$ cat src/rtl/stream_word_loader_if.sv
// -----------------------------------------------------------------------------
// stream_word_loader_if
// Bundles the byte-stream input, control inputs and memory-write/status outputs
// of stream_word_loader.
//   master : drives load_en, byte_valid, byte_din, err_clr; observes the rest
//   slave  : the loader itself
// Signals:
//   load_en     loader enable
//   byte_valid  one-cycle strobe qualifying byte_din
//   byte_din    received byte
//   err_clr     clears the sticky error flag
//   wr_we       one-hot write strobe (NUM_CH bits)
//   wr_addr     byte address of the written word
//   wr_data     assembled little-endian word
//   run         core run enable
//   busy        loader is inside a frame or a run delay
//   done        one-cycle frame completion pulse
//   err         sticky error flag
// -----------------------------------------------------------------------------
interface stream_word_loader_if #(
  parameter int NUM_CH = 2,
  parameter int ADDR_W = 32,
  parameter int DATA_W = 32
);
  logic              load_en;
  logic              byte_valid;
  logic [7:0]        byte_din;
  logic              err_clr;
  logic [NUM_CH-1:0] wr_we;
  logic [ADDR_W-1:0] wr_addr;
  logic [DATA_W-1:0] wr_data;
  logic              run;
  logic              busy;
  logic              done;
  logic              err;

  modport master (
    output load_en, byte_valid, byte_din, err_clr,
    input  wr_we, wr_addr, wr_data, run, busy, done, err
  );

  modport slave (
    input  load_en, byte_valid, byte_din, err_clr,
    output wr_we, wr_addr, wr_data, run, busy, done, err
  );
endinterface

$ cat src/rtl/stream_word_loader.sv
// -----------------------------------------------------------------------------
// stream_word_loader
// Framed byte-stream loader. Each frame is a header byte ([7]=cmd, [6:0]=channel),
// a little-endian length (words) and a little-endian base address, followed by
// len*BYTES payload bytes assembled LSB-first into DATA_W words. Each completed
// word is written to the selected channel at an auto-incrementing byte address.
// A header with cmd=1 starts a RUN_DELAY-cycle countdown after which run rises.
// Ports:
//   clk    clock
//   reset  synchronous, active-high reset
//   bus    stream_word_loader_if.slave (byte input, write port, status)
// Optional build macro:
//   LOADER_CKSUM_EN  each write frame with len>0 carries a trailing 8-bit
//                    modular sum of its payload bytes; a mismatch sets err and
//                    done pulses after the checksum byte instead of with the
//                    last write.
// -----------------------------------------------------------------------------
module stream_word_loader #(
  parameter int DATA_W      = 32,
  parameter int NUM_CH      = 2,
  parameter int ADDR_W      = 32,
  parameter int LEN_W       = 16,
  parameter int RUN_DELAY   = 100,
  parameter int TIMEOUT_CYC = 1000000
) (
  input  logic                 clk,
  input  logic                 reset,
  stream_word_loader_if.slave  bus
);

  localparam int BYTES  = DATA_W / 8;
  localparam int LEN_B  = LEN_W / 8;
  localparam int ADDR_B = ADDR_W / 8;
  localparam int DLY_W  = (RUN_DELAY > 0) ? $clog2(RUN_DELAY + 1) : 1;
  localparam int TO_W   = (TIMEOUT_CYC > 1) ? $clog2(TIMEOUT_CYC) : 1;

  typedef enum logic [2:0] {
    S_IDLE,
    S_LEN,
    S_ADDR,
    S_DATA,
    S_RUN_WAIT,
    S_RUN
`ifdef LOADER_CKSUM_EN
    , S_CKSUM
`endif
  } state_t;

  state_t            state_q;
  logic [LEN_W-1:0]  len_q;      // remaining words once DATA is entered
  logic [ADDR_W-1:0] addr_q;     // address of the next word to be written
  logic [DATA_W-1:0] word_q;
  logic [7:0]        bcnt_q;     // byte position inside the current field/word
  logic [6:0]        ch_q;
  logic              ch_ok_q;
  logic [DLY_W-1:0]  dly_q;
  logic [TO_W-1:0]   idle_q;
  logic [NUM_CH-1:0] wr_we_q;
  logic [ADDR_W-1:0] wr_addr_q;
  logic [DATA_W-1:0] wr_data_q;
  logic              run_q;
  logic              busy_q;
  logic              done_q;
  logic              err_q;
`ifdef LOADER_CKSUM_EN
  logic [7:0]        sum_q;
`endif

  // Fields fill from the top so that after N shifts the first byte sits at the LSB.
  logic [LEN_W-1:0]  len_shift_s;
  logic [ADDR_W-1:0] addr_shift_s;
  logic [DATA_W-1:0] word_shift_s;
  logic              ch_ok_s;
  logic              in_frame_s;
  logic              timeout_s;
  logic              hdr_bad_s;
  logic              cksum_bad_s;
  logic              err_set_s;

  assign len_shift_s  = (len_q  >> 8) | (LEN_W'(bus.byte_din)  << (LEN_W  - 8));
  assign addr_shift_s = (addr_q >> 8) | (ADDR_W'(bus.byte_din) << (ADDR_W - 8));
  assign word_shift_s = (word_q >> 8) | (DATA_W'(bus.byte_din) << (DATA_W - 8));
  assign ch_ok_s      = ({25'd0, bus.byte_din[6:0]} < 32'(NUM_CH));

`ifdef LOADER_CKSUM_EN
  assign in_frame_s  = (state_q == S_LEN) || (state_q == S_ADDR) ||
                       (state_q == S_DATA) || (state_q == S_CKSUM);
  assign cksum_bad_s = bus.load_en && bus.byte_valid && (state_q == S_CKSUM) &&
                       (bus.byte_din != sum_q);
`else
  assign in_frame_s  = (state_q == S_LEN) || (state_q == S_ADDR) || (state_q == S_DATA);
  assign cksum_bad_s = 1'b0;
`endif

  // The idle counter holds the number of consecutive byte-free cycles already seen.
  assign timeout_s = bus.load_en && in_frame_s && !bus.byte_valid &&
                     (idle_q == TO_W'(TIMEOUT_CYC - 1));
  assign hdr_bad_s = bus.load_en && bus.byte_valid && !bus.byte_din[7] && !ch_ok_s &&
                     ((state_q == S_IDLE) || (state_q == S_RUN));
  assign err_set_s = hdr_bad_s || timeout_s || cksum_bad_s;

  // Frame parser, word assembler, run delay and all registered outputs.
  always_ff @(posedge clk) begin
    if (reset) begin
      state_q   <= S_IDLE;
      len_q     <= '0;
      addr_q    <= '0;
      word_q    <= '0;
      bcnt_q    <= 8'd0;
      ch_q      <= 7'd0;
      ch_ok_q   <= 1'b0;
      dly_q     <= '0;
      idle_q    <= '0;
      wr_we_q   <= '0;
      wr_addr_q <= '0;
      wr_data_q <= '0;
      run_q     <= 1'b0;
      busy_q    <= 1'b0;
      done_q    <= 1'b0;
      err_q     <= 1'b0;
`ifdef LOADER_CKSUM_EN
      sum_q     <= 8'd0;
`endif
    end else begin
      wr_we_q <= '0;
      done_q  <= 1'b0;

      // A new error wins over a simultaneous clear.
      if (err_set_s) begin
        err_q <= 1'b1;
      end else if (bus.err_clr) begin
        err_q <= 1'b0;
      end

      if (!bus.load_en) begin
        state_q <= S_IDLE;
        run_q   <= 1'b0;
        busy_q  <= 1'b0;
        bcnt_q  <= 8'd0;
        idle_q  <= '0;
      end else if (timeout_s) begin
        state_q <= S_IDLE;
        busy_q  <= 1'b0;
        bcnt_q  <= 8'd0;
        idle_q  <= '0;
      end else begin
        if (in_frame_s) begin
          idle_q <= bus.byte_valid ? '0 : idle_q + TO_W'(1);
        end

        case (state_q)
          S_IDLE, S_RUN: begin
            if (bus.byte_valid) begin
              if (!bus.byte_din[7]) begin
                state_q <= S_LEN;
                run_q   <= 1'b0;
                busy_q  <= 1'b1;
                ch_q    <= bus.byte_din[6:0];
                ch_ok_q <= ch_ok_s;
                bcnt_q  <= 8'd0;
                idle_q  <= '0;
`ifdef LOADER_CKSUM_EN
                sum_q   <= 8'd0;
`endif
              end else if (state_q == S_IDLE) begin
                // Run command; a repeated run command while running is ignored.
                dly_q   <= DLY_W'(RUN_DELAY);
                state_q <= S_RUN_WAIT;
                busy_q  <= 1'b1;
              end
            end
          end

          S_LEN: begin
            if (bus.byte_valid) begin
              len_q <= len_shift_s;
              if (bcnt_q == 8'(LEN_B - 1)) begin
                bcnt_q  <= 8'd0;
                state_q <= S_ADDR;
              end else begin
                bcnt_q <= bcnt_q + 8'd1;
              end
            end
          end

          S_ADDR: begin
            if (bus.byte_valid) begin
              addr_q <= addr_shift_s;
              if (bcnt_q == 8'(ADDR_B - 1)) begin
                bcnt_q <= 8'd0;
                if (len_q == '0) begin
                  done_q  <= 1'b1;
                  state_q <= S_IDLE;
                  busy_q  <= 1'b0;
                end else begin
                  state_q <= S_DATA;
                end
              end else begin
                bcnt_q <= bcnt_q + 8'd1;
              end
            end
          end

          S_DATA: begin
            if (bus.byte_valid) begin
              word_q <= word_shift_s;
`ifdef LOADER_CKSUM_EN
              sum_q  <= sum_q + bus.byte_din;
`endif
              if (bcnt_q == 8'(BYTES - 1)) begin
                bcnt_q    <= 8'd0;
                // An out-of-range channel is still parsed but never strobes.
                wr_we_q   <= ch_ok_q ? (NUM_CH'(1) << ch_q) : '0;
                wr_data_q <= word_shift_s;
                wr_addr_q <= addr_q;
                addr_q    <= addr_q + ADDR_W'(BYTES);
                len_q     <= len_q - LEN_W'(1);
                if (len_q == LEN_W'(1)) begin
`ifdef LOADER_CKSUM_EN
                  state_q <= S_CKSUM;
`else
                  done_q  <= 1'b1;
                  state_q <= S_IDLE;
                  busy_q  <= 1'b0;
`endif
                end
              end else begin
                bcnt_q <= bcnt_q + 8'd1;
              end
            end
          end

`ifdef LOADER_CKSUM_EN
          S_CKSUM: begin
            if (bus.byte_valid) begin
              done_q  <= 1'b1;
              state_q <= S_IDLE;
              busy_q  <= 1'b0;
            end
          end
`endif

          S_RUN_WAIT: begin
            // Bytes arriving during the countdown are dropped.
            if (dly_q == '0) begin
              run_q   <= 1'b1;
              state_q <= S_RUN;
              busy_q  <= 1'b0;
            end else begin
              dly_q <= dly_q - DLY_W'(1);
            end
          end

          default: begin
            state_q <= S_IDLE;
            busy_q  <= 1'b0;
          end
        endcase
      end
    end
  end

  assign bus.wr_we   = wr_we_q;
  assign bus.wr_addr = wr_addr_q;
  assign bus.wr_data = wr_data_q;
  assign bus.run     = run_q;
  assign bus.busy    = busy_q;
  assign bus.done    = done_q;
  assign bus.err     = err_q;

endmodule

$ cat src/flat_wrapper.sv
// flat-port wrapper written by rule: the top's interface ports become plain ports
module stream_word_loader_flat 
#(
  parameter int DATA_W      = 32,
  parameter int NUM_CH      = 2,
  parameter int ADDR_W      = 32,
  parameter int LEN_W       = 16,
  parameter int RUN_DELAY   = 100,
  parameter int TIMEOUT_CYC = 1000000
)
  (clk, reset, bus_load_en, bus_byte_valid, bus_byte_din, bus_err_clr, bus_wr_we, bus_wr_addr, bus_wr_data, bus_run, bus_busy, bus_done, bus_err);
  stream_word_loader_if #(.NUM_CH(NUM_CH), .ADDR_W(ADDR_W), .DATA_W(DATA_W)) bus_i ();
  input  logic clk;
  input  logic reset;
  input wire logic [$bits(bus_i.load_en)-1:0] bus_load_en;
  input wire logic [$bits(bus_i.byte_valid)-1:0] bus_byte_valid;
  input wire logic [$bits(bus_i.byte_din)-1:0] bus_byte_din;
  input wire logic [$bits(bus_i.err_clr)-1:0] bus_err_clr;
  output wire logic [$bits(bus_i.wr_we)-1:0] bus_wr_we;
  output wire logic [$bits(bus_i.wr_addr)-1:0] bus_wr_addr;
  output wire logic [$bits(bus_i.wr_data)-1:0] bus_wr_data;
  output wire logic [$bits(bus_i.run)-1:0] bus_run;
  output wire logic [$bits(bus_i.busy)-1:0] bus_busy;
  output wire logic [$bits(bus_i.done)-1:0] bus_done;
  output wire logic [$bits(bus_i.err)-1:0] bus_err;
  assign bus_i.load_en = bus_load_en;
  assign bus_i.byte_valid = bus_byte_valid;
  assign bus_i.byte_din = bus_byte_din;
  assign bus_i.err_clr = bus_err_clr;
  assign bus_wr_we = bus_i.wr_we;
  assign bus_wr_addr = bus_i.wr_addr;
  assign bus_wr_data = bus_i.wr_data;
  assign bus_run = bus_i.run;
  assign bus_busy = bus_i.busy;
  assign bus_done = bus_i.done;
  assign bus_err = bus_i.err;
  stream_word_loader #(.DATA_W(DATA_W), .NUM_CH(NUM_CH), .ADDR_W(ADDR_W), .LEN_W(LEN_W), .RUN_DELAY(RUN_DELAY), .TIMEOUT_CYC(TIMEOUT_CYC)) u_core (.clk(clk), .reset(reset), .bus(bus_i));
endmodule
$ cat config.mk
export PLATFORM = sky130hd
export DESIGN_NAME = stream_word_loader_flat
export DESIGN_NICKNAME = d
export VERILOG_FILES = /design/src/rtl/stream_word_loader_if.sv /design/src/rtl/stream_word_loader.sv /design/src/flat_wrapper.sv
export SDC_FILE = /design/constraint.sdc
export NUM_CORES = 1
export LEC_CHECK = 0
export CORE_ASPECT_RATIO = 0.9
export CORE_UTILIZATION = 55
export CTS_CLUSTER_DIAMETER = 100
export DETAILED_ROUTE_END_ITERATION = 8
export PLACE_DENSITY = 0.84
export SYNTH_ARGS = -nofsm -noshare
export SYNTH_HDL_FRONTEND = slang
export SYNTH_SLANG_ARGS = --single-unit
$ cat constraint.sdc
create_clock -name clk -period 2.4 [get_ports clk]
set_input_delay 0.24 -clock clk [delete_from_list [all_inputs] [get_ports clk]]
set_output_delay 0.24 -clock clk [all_outputs]
set_load 0.01 [all_outputs]
==> impl_metrics.env <==
export IMPL_outcome="completed"
export IMPL_synth_top_cells_by_area="dfxtp_1 43%, nand2_1 11%, a21oi_1 8.1%"
export IMPL_synth_distinct_cells=75
export IMPL_wl_per_cell_um=15.9
export IMPL_drive_gt1_share_pct=8.59
export IMPL_via_per_inst=6.05
export IMPL_rsz0062_at_grt="false"
export IMPL_min_delay_path_depth=2
export IMPL_postCtsSetupRepairBufs=0
export IMPL_portBuffers=82
export IMPL_swShare_pct=25.0
export IMPL_die_width_um=135
export IMPL_final_common_cell="nand2_1"
export IMPL_peakVddDrop_mv=0.740
export IMPL_grt_max_degree=65
export IMPL_powerDensity_mw_per_mm2=607
export IMPL_end_kind="register"
export IMPL_netlist_instances=1124
export IMPL_async_reset_ff_share_pct=0
export IMPL_cap_violations=0
export IMPL_drt_iter0_drc=768
export IMPL_ys_dominant_reg_cell="dfxtp_1"
export IMPL_synth_avg_cell_area_um2=7.83
export IMPL_dp_final_hpwl_um=15100
export IMPL_cts_tree="done"
export IMPL_antenna_found_initial=0
export IMPL_setup_violations=0
export IMPL_post_route_util_pct=67.4
export IMPL_min_period_over_period_pct=90.7
export IMPL_crit_required_ns=2.76
export IMPL_whs_ns=0.286
export IMPL_finalMaxSlewViolations=0
export IMPL_fmax_ghz=0.459
export IMPL_intPower_mw=4.77
export IMPL_hp_class="primary input to register"
export IMPL_cts_max_level=4
export IMPL_grt_pass1_vias=7597
export IMPL_die_h_um=122
export IMPL_layoutNonFillerInstCount=1413
export IMPL_finalSetupTns_ns=0
export IMPL_wirelength_um=22500
export IMPL_area_delta_synth_final_pct=19.1
export IMPL_dr_pass1_iters=6
export IMPL_cts_buffers=17
export IMPL_p_leak_nw=3.50
export IMPL_synth_edf_count=0
export IMPL_yosys_warnings=0
export IMPL_yosysSeqAreaShare_pct=42.7
export IMPL_syn_nets=1145
export IMPL_finalHoldViolCount=0
export IMPL_path_max_fanout=8
export IMPL_syn_area_mm2=0.00880
export IMPL_fin_nets=1220
export IMPL_r2r_cells=5
export IMPL_grt_pass1_wl_um=36800
export IMPL_grt_usage_pct=27.8
export IMPL_initial_core_util_pct=56.6
export IMPL_cts_sinks=188
export IMPL_ys_ff_latch=188
export IMPL_antenna_cells=0
export IMPL_die_area_mm2=0.0165
export IMPL_clockBufferDepth=2
export IMPL_startpoint_type="register"
export IMPL_final_cell_mix="249 x nand2_1, 188 x dfxtp_1, 142 x a21oi_1"
export IMPL_critical_path_class="register to register"
export IMPL_via_count=8543
export IMPL_clkLatencyLatePin_ns=0.43
export IMPL_comb_power_share_pct=6.1
export IMPL_num_rows=43
export IMPL_clkPwrFrac_pct=43.9
export IMPL_clock_skew_ns=0.0111
export IMPL_io_pins=83
export IMPL_fin_crit_ns=2.18
export IMPL_relSlewSlack_pct=62.9
export IMPL_synth_top_area_cell="dfxtp_1"
export IMPL_detail_route_antenna_nets=0
export IMPL_post_cts_resized=0
export IMPL_hold_buffers=0
export IMPL_overflow=0
export IMPL_core_mm2=0.0155
export IMPL_routabilityCongestion=0.926
export IMPL_arrival_ns=2.54
export IMPL_p_switching_mw=1.59
export IMPL_drc=0
export IMPL_path_clk_slew_ns=0.07
export IMPL_max_slew_worst_pin_slew_ns=0.553
export IMPL_pwr_share_seq_pct=50.0
export IMPL_root_buffer="clkbuf_16"
export IMPL_dp_cells=1382
export IMPL_synth_top_area_share_pct=42.7
## cell families after synthesis
kind of cell	count (synthesis)	share of synthesized area [%]
and+or+nand+nor	513	27.6
AOI/OAI and AO/OA	287	19.4
DFF	188	42.7
buffers and inverters	91	5.26
xor gates and xnor gates	25	2.49
muxes	12	1.38
adders and majority gates	8	1.14
## flip-flops by register name (all words and copies together), names as in the netlist, 3 cells and up
signal              count
u_core.addr_q          32
u_core.bcnt_q           8
u_core.bus.wr_addr     32
u_core.bus.wr_data     32
u_core.ch_q             7
u_core.dly_q            7
u_core.idle_q          20
u_core.len_q           16
u_core.state_q          3
u_core.word_q          24
## worst max-delay path, stage by stage (launching register included)
cell     delay [ns]
dfxtp_1        0.47
nand3_4        0.16
or3_4          0.45
or4_1          0.43
or4_1          0.44
a31oi_1        0.16
## routing by layer
layer / vias to the layer above / GRT usage (%) / wire length (um)
li1: 4099 / - / -
met1: 4003 / 38.0 / 9980
met2: 391 / 42.6 / 10300
met3: 50 / 6.37 / 1810
met4: 0 / 10.5 / 454
met5: - / 0 / 0
## layout make-up
type                            count  area, um^2
Clock buffer                       18         429
Clock inverter                     13         151
Fill cell                        1292        5060
Inverter                           15        56.3
Multi-Input combinational cell    845        4590
Sequential cell                   188        3760
Tap cell                          202         253
Timing Repair Buffer              132        1240
## power groups by stage
stage                     clock network, mW  logic, mW  registers (mW)
final                                  2.79      0.391            3.18
after floorplan                           0      0.271            3.23
after global placement                    0      0.376            3.25
after CTS                              2.81      0.383            3.18
after global routing                   2.94      0.426            3.18
after detailed placement                  0      0.380            3.25
## synth_stat cells (all sizes together), types with 3 or more instances
cell / n
nor4: 25
and3: 11
o31ai: 11
nor2: 80
a21o: 4
clkbuf: 61
nor3b: 6
o41ai: 5
nor2b: 8
and2: 12
ha: 8
or4: 6
nand2b: 8
a21oi: 142
and4: 8
inv: 15
a311oi: 7
dfxtp: 188
o21bai: 3
nand2: 249
or2: 5
nor3: 20
o21ai: 54
mux2i: 11
a211oi: 10
o31a: 3
xor2: 9
a41oi: 3
a31oi: 17
nand3: 39
nand3b: 4
buf: 15
o32ai: 4
xnor2: 16
o211ai: 4
nand4: 14
or3: 13
## worst paths after layout
| kind | startpoint | endpoint | slack [ns] |
|---|---|---|---|
| worst max-delay path | u_core.addr_q[15] | u_core.addr_q[29] | 0.22 |
| worst min-delay path | reset | u_core.bus.wr_data[25] | 0.29 |
| worst max register to register | u_core.addr_q[15] | u_core.addr_q[29] | 0.22 |
| worst min register to register | u_core.bus.wr_data[23] | u_core.bus.wr_data[23] | 0.45 |
## stage by stage
step,total power [mW],instance area (um^2),setup slack [ns]
floorplan,3.50,8800,0.296
detailed placement,3.63,9900,0.269
global route,6.55,10500,0.0543
global placement,3.62,9900,0.349
finish,6.36,10500,0.222
CTS,6.37,10500,0.260
No activity file was read; power rests on OpenSTA's default activity.
